$ cat src/rtl/uart_tx_core.sv
// UART transmitter: start bit, LSB-first data, optional parity, one stop bit.
// Every bit is held for the Prescale value latched when the word is accepted.
module uart_tx_core #(
  parameter int DATA_WIDTH = 8
) (
  input  logic                  CLK,
  input  logic                  RST,
  input  logic [DATA_WIDTH-1:0] P_DATA,
  input  logic                  Data_Valid,
  input  logic                  PAR_EN,
  input  logic                  PAR_TYP,
  input  logic [5:0]            Prescale,
  output logic                  TX_OUT,
  output logic                  busy
);

  localparam int BW = (DATA_WIDTH > 1) ? $clog2(DATA_WIDTH) : 1;
  localparam logic [BW-1:0] LAST_BIT = BW'(DATA_WIDTH - 1);

  typedef enum logic [2:0] {
    S_IDLE,
    S_START,
    S_DATA,
    S_PARITY,
    S_STOP
  } state_t;

  state_t                r_state;
  state_t                w_state_nxt;
  logic [DATA_WIDTH-1:0] r_shift;
  logic [DATA_WIDTH-1:0] w_shift_nxt;
  logic                  r_par;
  logic                  w_par_nxt;
  logic                  r_par_en;
  logic                  w_par_en_nxt;
  logic [5:0]            r_pl;
  logic [5:0]            w_pl_nxt;
  logic [5:0]            r_cnt;
  logic [5:0]            w_cnt_nxt;
  logic [BW-1:0]         r_bit;
  logic [BW-1:0]         w_bit_nxt;
  logic                  r_tx;
  logic                  w_tx_nxt;
  logic                  r_busy;
  logic                  w_busy_nxt;
  logic                  w_end;

  assign w_end  = (r_cnt == r_pl - 6'd1);
  assign TX_OUT = r_tx;
  assign busy   = r_busy;

  always_ff @(posedge CLK or negedge RST) begin
    if (!RST) begin
      r_state  <= S_IDLE;
      r_shift  <= '0;
      r_par    <= 1'b0;
      r_par_en <= 1'b0;
      r_pl     <= 6'd1;
      r_cnt    <= '0;
      r_bit    <= '0;
      r_tx     <= 1'b1;
      r_busy   <= 1'b0;
    end else begin
      r_state  <= w_state_nxt;
      r_shift  <= w_shift_nxt;
      r_par    <= w_par_nxt;
      r_par_en <= w_par_en_nxt;
      r_pl     <= w_pl_nxt;
      r_cnt    <= w_cnt_nxt;
      r_bit    <= w_bit_nxt;
      r_tx     <= w_tx_nxt;
      r_busy   <= w_busy_nxt;
    end
  end

  always_comb begin
    w_state_nxt  = r_state;
    w_shift_nxt  = r_shift;
    w_par_nxt    = r_par;
    w_par_en_nxt = r_par_en;
    w_pl_nxt     = r_pl;
    w_cnt_nxt    = r_cnt;
    w_bit_nxt    = r_bit;
    w_tx_nxt     = r_tx;
    w_busy_nxt   = r_busy;
    if (r_state != S_IDLE) begin
      w_cnt_nxt = w_end ? 6'd0 : r_cnt + 6'd1;
    end
    unique case (r_state)
      S_IDLE: begin
        if (Data_Valid) begin
          w_state_nxt  = S_START;
          w_shift_nxt  = P_DATA;
          w_par_nxt    = (^P_DATA) ^ PAR_TYP;
          w_par_en_nxt = PAR_EN;
          w_pl_nxt     = (Prescale == 6'd0) ? 6'd1 : Prescale;
          w_cnt_nxt    = '0;
          w_tx_nxt     = 1'b0;
          w_busy_nxt   = 1'b1;
        end
      end
      S_START: begin
        if (w_end) begin
          w_state_nxt = S_DATA;
          w_bit_nxt   = '0;
          w_tx_nxt    = r_shift[0];
        end
      end
      S_DATA: begin
        if (w_end) begin
          if (r_bit < LAST_BIT) begin
            // shift right so the next bit is always at index 1
            w_bit_nxt   = r_bit + BW'(1);
            w_shift_nxt = r_shift >> 1;
            w_tx_nxt    = r_shift[1];
          end else if (r_par_en) begin
            w_state_nxt = S_PARITY;
            w_tx_nxt    = r_par;
          end else begin
            w_state_nxt = S_STOP;
            w_tx_nxt    = 1'b1;
          end
        end
      end
      S_PARITY: begin
        if (w_end) begin
          w_state_nxt = S_STOP;
          w_tx_nxt    = 1'b1;
        end
      end
      S_STOP: begin
        if (w_end) begin
          w_state_nxt = S_IDLE;
          w_busy_nxt  = 1'b0;
        end
      end
      default: begin
        w_state_nxt = S_IDLE;
        w_tx_nxt    = 1'b1;
        w_busy_nxt  = 1'b0;
      end
    endcase
  end

endmodule

$ cat config.mk
export PLATFORM = sky130hd
export DESIGN_NAME = uart_tx_core
export DESIGN_NICKNAME = d
export VERILOG_FILES = /design/src/rtl/uart_tx_core.sv
export SDC_FILE = /design/constraint.sdc
export NUM_CORES = 1
export LEC_CHECK = 0
export CAP_MARGIN = 5
export CORE_ASPECT_RATIO = 1.5
export CORE_MARGIN = 2
export CORE_UTILIZATION = 40
export CTS_BUF_LIST = sky130_fd_sc_hd__clkbuf_2 sky130_fd_sc_hd__clkbuf_4 sky130_fd_sc_hd__clkbuf_8
export CTS_CLUSTER_SIZE = 25
export DETAILED_ROUTE_END_ITERATION = 6
export PLACE_DENSITY_LB_ADDON = 0.12
export SYNTH_ARGS = -nofsm -noshare
export SYNTH_HDL_FRONTEND = slang
export SYNTH_SLANG_ARGS = --single-unit
$ cat constraint.sdc
create_clock -name CLK -period 5.1 [get_ports CLK]
set_input_delay 1.02 -clock CLK [delete_from_list [all_inputs] [get_ports CLK]]
set_output_delay 1.02 -clock CLK [all_outputs]
set_load 0.05 [all_outputs]
## Yosys cells after proc, flatten, opt, wreduce, memory -nomap -nowiden

Index checks and enable logic that the tools add are counted.

- Register bits: 30
- Bits in latches: 0
- Bits in writable memories: 0
- ROM bits: 0
- Bits of input ports: 19
- Output and inout bits: 2
- Logic and storage cells: 71
- Memories kept: 0

- Add/subtract/negate cells: 3
- Multiply operators: 0
- Div/mod/pow operators: 0
- $lt $le $gt $ge: 1
- Eq/ne operators: 12
- Shift-type cells: 0
- Multiplexer cells: 30
- Bitwise logic cells: 3
- Reductions and logical operators: 13

Operators with widths:

| kind | count |
|---|---|
| 6-bit two-way mux | 5 |
| 3-bit two-way mux | 9 |
| 8-bit two-way mux | 3 |
| 8-bit one-hot mux with 2 select lines | 1 |
| 3-bit one-hot mux with 5 select lines | 1 |
| 2-bit != test (second input constant) | 7 |
| 1-bit two-way mux | 8 |
| 4-bit AND reduction | 2 |
| 8-bit XOR reduction | 1 |
| 6-bit by 1-bit adder with 6-bit output (second input constant) | 1 |
| 3-bit by 2-bit == test with 1-bit output (second input constant) | 2 |
| 6-bit == test | 1 |
| 6-bit zero test | 1 |
| 3-bit one-hot mux with 2 select lines | 1 |
| 6-bit AND reduction | 1 |
| 6-bit by 1-bit subtractor with 6-bit output (second input constant) | 1 |
| 1-bit one-hot mux with 5 select lines | 1 |
| 5-bit AND reduction | 1 |
| 2-bit nonzero test | 2 |
| 3-bit by 1-bit adder with 3-bit output (second input constant) | 1 |
| 3-bit by 1-bit == test with 1-bit output (second input constant) | 1 |
| 3-bit == test (second input constant) | 1 |
| 3-bit zero test | 1 |
| 3-bit less-than comparator (second input constant) | 1 |
| 7 further kinds | 8 |

## Longest topological paths before layout

Gate-level depths: netlist of the first run.

- Depth in word-level cells: 6
- Depth in mapped cells: 8
- Mapped depth without buffers: 7

## Least setup slack after synthesis of the first run

No wires, ideal clock.

- Path kind: register to register
- From: register r_pl[0]
- To: register r_shift[4]
- Setup time: 0.132 ns
- Arrival time: 1.876 ns
- Data required time: 4.968 ns
- Path slack: 3.092 ns
- Cell stages (with the launch flop): 9
- Buffers on the path: 1
- Period minus slack after synthesis: 2.008 ns
- Cells stage by stage: dfstp_2 inv_1 ha_1 nand2b_1 o211a_1 o31a_1 buf_2 nor4_1 a211oi_1

- Cells in the longest elaborated chain, start to end: 4

Ends and longest elaborated chain:

| element | line | RTL |
|---|---|---|
| start: declaration | 36 | `logic [5:0] r_pl;` |
| start signal: assignment | 68 | `r_pl <= w_pl_nxt;` |
| 6-bit by 1-bit subtractor with 6-bit output | 48 | `assign w_end = (r_cnt == r_pl - 6'd1);` |
| 6-bit == test | 48 |  |
| 2-bit != test (no line) | -- |  |
| 4-bit AND reduction (no line) | -- |  |
| end signal: assignment | 65 | `r_shift <= w_shift_nxt;` |
| end: declaration | 30 | `logic [DATA_WIDTH-1:0] r_shift;` |

No other way between the ends.
A chain may end at the register's enable or synchronous reset.

## Worst setup path after layout of the first run

- From: register r_tx, in the netlist TX_OUT
- To: output port TX_OUT

RTL lines:

| element | line | RTL |
|---|---|---|
| start: declaration | 42 | `logic r_tx;` |
| start signal: assignment | 71 | `r_tx <= w_tx_nxt;` |
| end: declaration | 13 | `output logic TX_OUT,` |

No word-level cell between the ends.

==> results of run 1 <==
## routing by layer
| metal | wire length [um] | GRT usage (%) |
|---|---|---|
| met5 | 0 | 0 |
| met4 | 132 | 10.3 |
| met3 | 179 | 3.84 |
| met2 | 2330 | 33.7 |
| met1 | 2000 | 24.5 |
## path summary, 6_finish.rpt
path / from / endpoint / slack [ps] / cells after the start
setup / recovery: TX_OUT / TX_OUT / 2440 / 1
hold / removal: r_par / r_par / 490 / 2
setup reg to reg: r_pl[0] / r_state[1] / 2590 / 7
hold reg to reg: r_par / r_par / 490 / 2
max in group asynchronous: RST / TX_OUT / 3640 / 2
min in group asynchronous: RST / r_pl[4] / 1130 / 2
## synthesized netlist by cell type, drive strengths merged
master	instances
a21o	1
a32o	1
dfrtp	28
a211oi	15
nand2b	7
dfstp	2
xnor2	10
a21oi	6
nor2	11
o311ai	1
or3	8
mux2i	1
o31a	1
o21ai	23
or4	1
buf	8
o32ai	2
nand4	2
a31oi	2
o221ai	1
nor3	8
nor4	8
xor2	5
o31ai	3
a221oi	1
and3	3
nor3b	1
inv	7
nand2	24
nand3	6
o211a	2
clkbuf	3
a31o	2
o211ai	5
ha	3
## worst register-to-register path: stages, from the launching register on
cell	delay (ps)
sky130_fd_sc_hd__dfstp_2	580
sky130_fd_sc_hd__inv_1	70
sky130_fd_sc_hd__ha_1	320
sky130_fd_sc_hd__xnor2_1	130
sky130_fd_sc_hd__nor2_1	170
sky130_fd_sc_hd__o211a_1	460
sky130_fd_sc_hd__nand2_1	350
sky130_fd_sc_hd__o32ai_1	340
## placed cells by master, fill, tap and decap left out, types with 2 or more instances in the layout
cell,Yosys,final
sky130_fd_sc_hd__dfrtp_1,28,28
sky130_fd_sc_hd__nand2_1,24,24
sky130_fd_sc_hd__o21ai_0,22,22
sky130_fd_sc_hd__clkdlybuf4s50_1,0,20
sky130_fd_sc_hd__a211oi_1,15,15
sky130_fd_sc_hd__xnor2_1,10,10
sky130_fd_sc_hd__nor2_1,10,10
sky130_fd_sc_hd__nor3_1,8,8
sky130_fd_sc_hd__or3_1,8,8
sky130_fd_sc_hd__inv_1,7,7
sky130_fd_sc_hd__nor4_1,7,7
sky130_fd_sc_hd__a21oi_1,6,6
sky130_fd_sc_hd__nand2b_1,6,6
sky130_fd_sc_hd__nand3_1,6,6
sky130_fd_sc_hd__xor2_1,5,5
sky130_fd_sc_hd__clkbuf_8,0,5
sky130_fd_sc_hd__o211ai_1,4,4
sky130_fd_sc_hd__o31ai_1,3,3
sky130_fd_sc_hd__ha_1,3,3
sky130_fd_sc_hd__dfstp_2,2,2
sky130_fd_sc_hd__o211a_1,2,2
sky130_fd_sc_hd__nand4_1,2,2
sky130_fd_sc_hd__a31o_2,2,2
sky130_fd_sc_hd__and3_1,2,2
sky130_fd_sc_hd__o32ai_1,2,2
sky130_fd_sc_hd__a31oi_1,2,2
sky130_fd_sc_hd__clkinv_2,0,2
sky130_fd_sc_hd__buf_4,1,2
## power by group
group | total (mW) | switching (mW) | internal, mW
Clock | 0.195 | 0.0952 | 0.0998
Sequential | 0.238 | 0 | 0.238
Combinational | 0.0353 | 0.0152 | 0.0202
## kinds of logic (layout without fill, tap and decap cells)
kind of cell	count (synthesis)	count (layout)	share of synthesized area, %
xor gates and xnor gates	15	15	6.96
DFF	30	30	39.9
buffers and inverters	18	37	4.91
muxes	1	1	0.531
and+or+nand+nor	79	79	21.7
AOI/OAI and AO/OA	66	66	24.0
adders and majority gates	3	3	1.99
## flip-flops by register name (all words and copies together), names as in the netlist
register / flops
r_shift: 8
TX_OUT: 1
r_par: 1
r_bit: 3
r_par_en: 1
r_state: 3
r_cnt: 6
busy: 1
r_pl: 6
## area by class of cell
type | instances | area [um^2]
well taps | 64 | 80.1
inverters | 7 | 26.3
flip-flops and latches | 30 | 753
repair buffers | 22 | 215
multi-input cells | 164 | 1040
fillers | 448 | 2340
clock inverters | 2 | 10.0
clock buffers | 6 | 76.3
==> results by stage, run 1 <==
Run status:
- The run finished with clean final reports.

Timing:
- The clock period could shrink to 2660 ps.
- For the pin with the worst max-slew slack, the measured transition is 759 ps.
- The hold violation total from the final report is 0.
- The final critical path takes up 52.1% of the cycle.
- The max-slew violation total from the final report is 0.
- The total negative setup slack is 0 ps.
- Setup violations remaining at the end of the flow were counted as 0.
- The worst pin sits at a relative slew slack of 49.2%.
- The achievable clock frequency is 376 MHz.
- The post-route clock skew is 6.81 ps.
- On the final layout, the worst hold slack is 495 ps.
- Setup slack on the critical path of the routed design comes to 2440 ps.
- Setup repair after global routing left no endpoint under its margin.

Critical path:
- The slowest stage cell on the critical path is sky130_fd_sc_hd__clkdlybuf4s50_1.
- The critical path data arrival time is 1640 ps.
- The cell type group with the largest total delay on the critical path is buffers and inverters.
- STA classifies the critical path endpoint as an output pin.
- The type of the worst setup path is reg2out.
- The number of buffers and inverters on the critical path is 1.
- STA classifies the critical path startpoint as a flip-flop.
- Along the worst path, the maximum fanout reaches 3.
- The peak per-stage delay on the critical path is 800 ps.
- Walking the worst path, the cells encountered are clkdlybuf4s50_1.
- The data required time at the worst endpoint is 4080 ps.

Detailed routing:
- After detailed routing, the total wire length is 4650 um.
- The number of remaining DRC errors is 0.
- Detailed routing inserted a total of 1666 vias.
- The routed length per placed instance is 15.7 um.
- The detailed router's first-iteration violation count is 48.
- The pre-antenna-repair detailed-routing pass consisted of 4 iterations.
- The ratio of routed vias to standard cells is 5.65.
- The number of antenna-violating nets in the routed design is 0.

Finish:
- The total non-filler cell area in the finished layout is 0.00220 mm^2.
- The layout overhead on the synthesized area is 16.7%.
- Cells with a size suffix above 1 make up 9.09% of the layout.
- The final net count is 252.
- Cells fill 48.5% of the core in the end.
- Once layout is complete, the cells apart from fillers number 295.
- The repair_antennas step left the layout with diodes totalling 0.

Floorplan:
- The overall die area is 0.00529 mm^2.
- The die is 88.1 um tall.
- The effective utilization at floorplan is 41.5%.
- The floorplan step set the die width to 60.1 um.
- The region available for standard cell placement spans 0.00454 mm^2.
- During I/O placement, the number of pins put on the boundary was 21.
- The number of core rows is 30.

Synth:
- The synthesized netlist occupies a cell area of 0.00189 mm^2.
- The largest total area in the synthesized netlist belongs to sky130_fd_sc_hd__dfrtp_1.
- By area the synthesized netlist is led by sky130_fd_sc_hd__dfrtp_1 37%, sky130_fd_sc_hd__a211oi_1 6.0%, sky130_fd_sc_hd__o21ai_0 5.8%.
- The number of different library cells in the post-synthesis netlist is 43.
- When the netlist entered floorplanning its net count stood at 234.
- The number of warnings reported in the yosys synthesis log is 0.
- The share of the synthesized area in the top cell type is 37.1%.
- After synthesis, the mean cell area works out to 8.90 um^2.
- The total of flip-flops plus latches after synthesis is 30.
- The cell count after synthesis came out at 212.
- The register area share after synthesis is 39.9%.

Placement:
- Before CTS, the worst setup slack after placement is 2240 ps.
- The global placement routability congestion is 0.756.
- The area of placed instances is 0.00212 mm^2.
- During placement, the flow inserted port buffers numbering 20.
- Counting tap cells, the placed design contains a total of 287 instances.
- The half-perimeter wire length after detailed placement is 3300 um.

Power and ir drop:
- VDD sags by at most 0.000140 V.
- The overall power consumption is 468 uW.
- Summed over all cells, the static leakage comes to 0.837 nW.
- The power density over the cells is 213 mW/mm^2.

Global routing:
- The via count of the first global-routing pass is 1735.
- The pin count of the biggest net entering global routing is 31.
- The first global-routing pass estimated 8080 um of wire.
- The number of antenna violations at the first check in global routing is 0.
- For this run the aggregate overflow at the end of global routing stands at 0.
- Global routing used 20.3% of the available tracks.

Clocking:
- After clock tree synthesis, the clock-pin slew on the worst setup and hold paths is 70 ps.
- The later pin in the worst-skew pair is clocked with a latency of 290 ps.
- The TritonCTS clock tree is yes.
- The number of buffers created by CTS is 5.
- The number of buffers inserted by hold repair at cts is 0.
- The post-cts sizing count is 0.
- The count of clock tree sinks is 30.
- The tree is rooted in a sky130_fd_sc_hd__clkbuf_8.
- Once the clock tree was built, the setup fixing pass inserted 0 buffers.
- The number of levels the H-tree was split into is 2.
- No sink is reached through more buffers than the 2 on the longest clock path.

Min path:
- The worst min-delay path class is reg2reg.

Job:
- The number of violations of the max-capacitance limit is 0.
No activity file was read; power rests on OpenSTA's default activity.
==> inputs of run 2 (changes only) <==
Clock period 5.1 ns to 2.6 ns, I/O delays scaled along.
==> results by stage, run 2 (synthesized netlist as in run 1, its figures left out) <==
Floorplan:
- The number of top-level design ports is 21 (unchanged).
- The number of core rows was 30 (unchanged).
- The effective utilization at floorplan is 41.5% (unchanged).
- The height of the die is 88.1 um (unchanged).
- The overall die area is 0.00529 mm^2 (unchanged).
- The area of the core is 0.00454 mm^2 (unchanged).
- The die width is 60.1 um (unchanged).

Global routing:
- The first-pass GRT wire length is 7680 um (was 8080 um).
- The total overflow reported by the global router was 0 (unchanged).
- The pin count of the biggest net entering global routing is 31 (unchanged).
- The via count of the first global-routing pass is 1622 (was 1735).
- The global-route total usage across every layer is 19.2% (was 20.3%).
- The number of antenna violations at the first check in global routing was 0 (unchanged).

Timing:
- The routed design could run at a clock period as short as 2410 ps.
- The transition time at the pin with the least slew margin is 717 ps (was 759 ps).
- The post-route clock skew was 9.88 ps (was 6.81 ps).
- The share of the clock period used by the worst path after layout is 92.6%.
- The post-route worst setup slack came to 193 ps (was 2440 ps).
- RSZ-0062 raised after global routing: false (unchanged).
- The count of endpoints failing setup in the final report is 0 (unchanged).
- The max-slew violation total from the final report is 0 (unchanged).
- The hold violation total from the final report came to 0 (unchanged).
- The smallest hold slack came to 507 ps (was 495 ps).
- The total negative setup slack was 0 ps (unchanged).
- The worst slew margin relative to its limit is 52.1% (was 49.2%).
- Derived from the worst setup path, the maximum achievable clock frequency is 415 MHz.

Critical path:
- The worst-case reg-to-reg path depth was 7 (unchanged).
- The maximum fanout along the worst path came to 16 (was 3).
- The critical path data arrival time is 2610 ps (was 1640 ps).
- The register-to-register path setup slack is 190 ps (was 2590 ps).
- The endpoint of the worst register-to-register path was r_cnt[3] (was r_state[1]).
- The critical path startpoint is r_pl[0] (was TX_OUT).
- The capture point of the worst path is r_cnt[3] (was TX_OUT).
- The reg-to-reg critical path startpoint is r_pl[0] (unchanged).
- The data required time at the worst endpoint is 2800 ps (was 4080 ps).
- The type of the worst setup path is reg2reg (was reg2out).
- The endpoint type of the worst setup path is a flip-flop (was output pin).
- The sort of element at the start of the critical path is a flip-flop (unchanged).

Finish:
- The fraction of layout cells with a size suffix above 1 was 11.4% (was 9.09%).
- The final core area utilization was 49.7% (was 48.5%).
- The final net count is 258 (was 252).
- The leading cell type in the layout, fill and taps excluded is sky130_fd_sc_hd__dfrtp_1 (unchanged).
- The layout overhead on the synthesized area is 19.6% (was 16.7%).
- The total non-filler cell area in the finished layout was 0.00226 mm^2 (was 0.00220 mm^2).
- The largest register by flop count is r_shift (unchanged).
- The number of antenna cells inserted is 0 (unchanged).
- The number of standard cells in the final layout excluding fillers is 301 (was 295).
- Registers with the most flip-flops: r_shift x8, r_cnt x6, r_pl x6 (unchanged).
- Leading cell types in the layout, fill and taps excluded: 28 x sky130_fd_sc_hd__dfrtp_1, 24 x sky130_fd_sc_hd__nand2_1, 22 x sky130_fd_sc_hd__o21ai_0, 20 x sky130_fd_sc_hd__clkdlybuf4s50_1, 15 x sky130_fd_sc_hd__a211oi_1 (unchanged).
- The flip-flop count of the largest register after layout is 8 (unchanged).

Detailed routing:
- The number of antenna-violating nets in the routed design was 0 (unchanged).
- The met2 wire length is 2360 um (was 2330 um).
- The met1 routed wirelength after detailed routing is 1970 um (was 2000 um).
- The ratio of routed vias to standard cells came to 5.59 (was 5.65).
- The vias after detailed routing is 1683 (was 1666).
- The met3 routed wirelength is 105 um (was 179 um).
- The number of remaining DRC errors is 0 (unchanged).
- The detailed router's first-iteration violation count is 47 (was 48).
- The highest metal layer used by the detailed router is met4 (unchanged).
- The wire length after detailed routing is 4530 um (was 4650 um).
- The count of TritonRoute iterations in the first routing pass is 4 (unchanged).
- The routed length per placed instance was 15.0 um (was 15.7 um).

Clocking:
- The number of levels the H-tree was split into is 2 (unchanged).
- The buffers inserted during post-CTS setup optimization is 0 (unchanged).
- The number of buffers inserted by hold repair at cts was 0 (unchanged).
- The maximum clock insertion buffer count is 2 (unchanged).
- The TritonCTS clock tree is yes (unchanged).
- The count of clock tree sinks is 30 (unchanged).
- The clock tree root buffer cell is sky130_fd_sc_hd__clkbuf_8 (unchanged).
- The post-cts sizing count came to 0 (unchanged).
- The clock input transition at the sequential cells of the worst setup and hold paths is 70 ps (about the same).
- The number of buffers created by CTS came to 5 (unchanged).
- The latest clock arrival within the worst-skew pair is 280 ps (was 290 ps).

Run status:
- Result of the run: completed (unchanged).

Power and ir drop:
- The overall power consumption is 941 uW (was 468 uW).
- The power density over the cells is 417 mW/mm^2 (was 213 mW/mm^2).
- The worst ir drop on vdd is 0.000275 V (was 0.000140 V).
- The cell leakage power was 0.870 nW (was 0.837 nW).

Placement:
- The area of placed instances is 0.00216 mm^2 (was 0.00212 mm^2).
- The half-perimeter wire length after detailed placement is 3260 um (was 3300 um).
- The global placement routability congestion is 0.835 (was 0.756).
- The port buffer count is 20 (unchanged).
- The minimum setup slack after placement is 203 ps (was 2240 ps).
- The cell total after placement is 293 (was 287).

Min path:
- The worst min-delay path class was reg2reg (unchanged).

Job:
- The number of violations of the max-capacitance limit is 0 (unchanged).
==> run 2: report_power, final <==
part	internal (mW)	leakage (nW)	total (mW)	switching, mW
clock	0.224	0.0517	0.407	0.183
sequential	0.467	0.340	0.467	0
combinational	0.0404	0.478	0.0677	0.0274
total	0.731	0.870	0.941	0.210
==> run 2: cell type report <==
cell class	count	area (um^2)
Tap cell	64	80.1
Clock buffer	7	90.1
Clock inverter	1	5.00
Multi-Input combinational cell	164	1040
Fill cell	436	2290
Inverter	7	26.3
Sequential cell	30	753
Timing Repair Buffer	28	260
==> run 2: worst min path at each step <==
| stage | start | end | slack (ps) | depth (start not counted) |
|---|---|---|---|---|
| 2_1_floorplan | RST | busy | 220 | 0 |
| 3_3_place_gp | r_pl[5] | r_pl[5] | 490 | 2 |
| 3_5_place_dp | r_pl[5] | r_pl[5] | 490 | 2 |
| 4_1_cts | r_pl[5] | r_pl[5] | 510 | 2 |
| 5_1_grt | r_pl[5] | r_pl[5] | 560 | 2 |
| 6_report | r_pl[5] | r_pl[5] | 510 | 2 |
==> run 2: worst max-delay path, cell delays in order (launching register included) <==
cell and delay (ps):
sky130_fd_sc_hd__dfstp_2 570, sky130_fd_sc_hd__inv_1 60, sky130_fd_sc_hd__ha_1 240, sky130_fd_sc_hd__nand2b_1 170, sky130_fd_sc_hd__a21oi_1 190, sky130_fd_sc_hd__o31a_1 570, sky130_fd_sc_hd__o21ai_0 290, sky130_fd_sc_hd__o211ai_1 230
==> run 2: per-layer routing <==
metal / vias up / track usage, %
met5: - / 0
met4: 0 / 7.88
met3: 8 / 3.55
met2: 20 / 31.4
met1: 821 / 24.4
li1: 834 / -
==> inputs of run 3 (changes only) <==
Settings changed: DONT_BUFFER_PORTS set to 1.
==> results by stage, run 3 (synthesized netlist as in run 1, its figures left out) <==
Global routing:
- The number of antenna violations at the first check in global routing came to 0 (unchanged).
- The global-route total usage across every layer came to 20.4% (was 19.2%).
- The pin count of the biggest net entering global routing is 29 (was 31).
- The total overflow reported by the global router came to 0 (unchanged).
- The first-pass GRT wire length is 8050 um (was 7680 um).
- The via count of the first global-routing pass is 1668 (was 1622).

Detailed routing:
- The routed length per placed instance is 16.8 um (was 15.0 um).
- The detailed router's first-iteration violation count came to 94 (was 47).
- The vias after detailed routing is 1631 (was 1683).
- The wire length after detailed routing is 4680 um (was 4530 um).
- The number of remaining DRC errors was 0 (unchanged).
- The ratio of routed vias to standard cells was 5.85 (was 5.59).
- The number of antenna-violating nets in the routed design is 0 (unchanged).
- The count of TritonRoute iterations in the first routing pass is 4 (unchanged).

Critical path:
- The reg-to-reg critical path startpoint is r_pl[0] (unchanged).
- The register-to-register path setup slack is 180 ps (was 190 ps).
- Cell-by-cell listing of the critical path: inv_1, ha_1, nand2b_1, a21oi_1, o31a_1, o21ai_0, o211ai_1 (unchanged).
- The worst-case reg-to-reg path depth is 7 (unchanged).
- The endpoint type of the worst setup path is a flip-flop (unchanged).
- The peak per-stage delay on the critical path is 570 ps (about the same).
- The maximum fanout along the worst path is 16 (unchanged).
- The data required time at the worst endpoint was 2790 ps (was 2800 ps).
- The critical path data arrival time came to 2620 ps (was 2610 ps).
- The slowest stage cell on the critical path is sky130_fd_sc_hd__dfstp_2 (unchanged).
- The endpoint of the worst register-to-register path is r_cnt[4] (was r_cnt[3]).
- The critical path startpoint is r_pl[0] (unchanged).
- The capture point of the worst path is r_cnt[4] (was r_cnt[3]).
- The sort of element at the start of the critical path is a flip-flop (unchanged).
- The type of the worst setup path is reg2reg (unchanged).

Clocking:
- The number of buffers created by CTS is 5 (unchanged).
- The post-cts sizing count is 0 (unchanged).
- The clock tree root buffer cell was sky130_fd_sc_hd__clkbuf_8 (unchanged).
- The count of clock tree sinks is 30 (unchanged).
- The maximum clock insertion buffer count is 2 (unchanged).
- The clock input transition at the sequential cells of the worst setup and hold paths is 80 ps (was 70 ps).
- The latest clock arrival within the worst-skew pair came to 290 ps (was 280 ps).
- The TritonCTS clock tree is yes (unchanged).
- The number of levels the H-tree was split into came to 2 (unchanged).

Placement:
- The half-perimeter wire length after detailed placement is 3320 um (was 3260 um).
- The port buffer count came to 0 (was 20).
- The global placement routability congestion is 0.791 (was 0.835).
- The minimum setup slack after placement is 246 ps (was 203 ps).

Finish:
- The layout overhead on the synthesized area was 9.55% (was 19.6%).
- The number of antenna cells inserted is 0 (unchanged).
- The fraction of layout cells with a size suffix above 1 is 11.6% (was 11.4%).
- The largest register by flop count is r_shift (unchanged).
- Leading cell types in the layout, fill and taps excluded: 28 x sky130_fd_sc_hd__dfrtp_1, 24 x sky130_fd_sc_hd__nand2_1, 22 x sky130_fd_sc_hd__o21ai_0, 15 x sky130_fd_sc_hd__a211oi_1 (was 28 x sky130_fd_sc_hd__dfrtp_1, 24 x sky130_fd_sc_hd__nand2_1, 22 x sky130_fd_sc_hd__o21ai_0, 20 x sky130_fd_sc_hd__clkdlybuf4s50_1, 15 x sky130_fd_sc_hd__a211oi_1).
- The final net count was 236 (was 258).
- The flip-flop count of the largest register after layout is 8 (unchanged).
- The leading cell type in the layout, fill and taps excluded is sky130_fd_sc_hd__dfrtp_1 (unchanged).
- The final core area utilization is 45.5% (was 49.7%).
- Registers with the most flip-flops: r_shift x8, r_cnt x6, r_pl x6 (unchanged).

Timing:
- The post-route clock skew was 10.8 ps (was 9.88 ps).
- The transition time at the pin with the least slew margin was 719 ps (was 717 ps).
- RSZ-0062 raised after global routing: false (unchanged).
- The total negative setup slack came to 0 ps (unchanged).
- The share of the clock period used by the worst path after layout is 93.3% (was 92.6%).
- The achievable clock frequency is 412 MHz (was 415 MHz).
- The post-route worst setup slack is 175 ps (was 193 ps).
- The minimum period implied by the final worst setup slack is 2420 ps (was 2410 ps).
- The max-slew violation total from the final report is 0 (unchanged).
- The worst slew margin relative to its limit is 51.9% (was 52.1%).
- The hold violation total from the final report is 0 (unchanged).
- The count of endpoints failing setup in the final report was 0 (unchanged).

Floorplan:
- The number of core rows was 30 (unchanged).
- The area of the core is 0.00454 mm^2 (unchanged).
- The height of the die is 88.1 um (unchanged).
- The number of top-level design ports is 21 (unchanged).
- The overall die area is 0.00529 mm^2 (unchanged).
- The die width is 60.1 um (unchanged).
- The effective utilization at floorplan is 41.5% (unchanged).

Run status:
- Result of the run: completed (unchanged).

Min path:
- The worst min-delay path class is in2async (was reg2reg).

Power and ir drop:
- The worst ir drop on vdd is 0.000242 V (was 0.000275 V).
- The overall power consumption was 980 uW (was 941 uW).
- The power density over the cells came to 474 mW/mm^2 (was 417 mW/mm^2).
- The cell leakage power is 0.793 nW (was 0.870 nW).

Job:
- The number of violations of the max-capacitance limit is 0 (unchanged).
run 3: stage by stage:
| step | cells | hold slack, ps | instance area [um^2] |
|---|---|---|---|
| after floorplan | 212 | 224 | 1890 |
| after global placement | 270 | 225 | 1940 |
| after detailed placement | 270 | 225 | 1940 |
| after CTS | 279 | 44.1 | 2070 |
| after global routing | 279 | 32.4 | 2070 |
| final | 279 | 40.0 | 2070 |
run 3: worst max-delay path, delay by kind of cell (launching register included):
kind | cells | cell delay, ps
buffers and inverters | 1 | 70
adders and majority gates | 1 | 240
DFF | 1 | 570
AOI/OAI and AO/OA | 4 | 1270
and+or+nand+nor | 1 | 170
run 3: layout make-up:
cell class	count	area (um^2)
timing repair buffer	6	57.6
multi-input combinational	164	1040
sequential	30	753
clock inverter	3	40.0
fill	462	2470
clock buffer	5	68.8
inverter	7	26.3
tap	64	80.1
run 3: worst min path at each step:
stage	slack (ps)	endpoint	startpoint	cells after the start
floorplan	220	busy	RST	0
global placement	230	r_pl[4]	RST	0
detailed placement	230	r_pl[1]	RST	0
CTS	40	r_pl[1]	RST	1
global route	30	r_pl[4]	RST	1
finish	40	r_pl[1]	RST	1
run 3: power by group:
group          switching [mW]  internal [mW]
registers                   0          0.467
logic                  0.0180         0.0183
clock network           0.195          0.282
total                   0.213          0.767
run 3: timing repair:
| action | in CTS | in global routing |
|---|---|---|
| buffers inserted | 0 | 0 |
| hold buffers | 1 | 0 |
| hold endpoints to repair | 28 | 0 |
run 3: metal layers:
layer | track usage (%) | up-vias | wire length (um)
li1 | - | 792 | -
met3 | 4.28 | 11 | 173
met4 | 8.08 | 0 | 110
met5 | 0 | - | 0
met1 | 23.6 | 792 | 1900
met2 | 35.8 | 36 | 2490
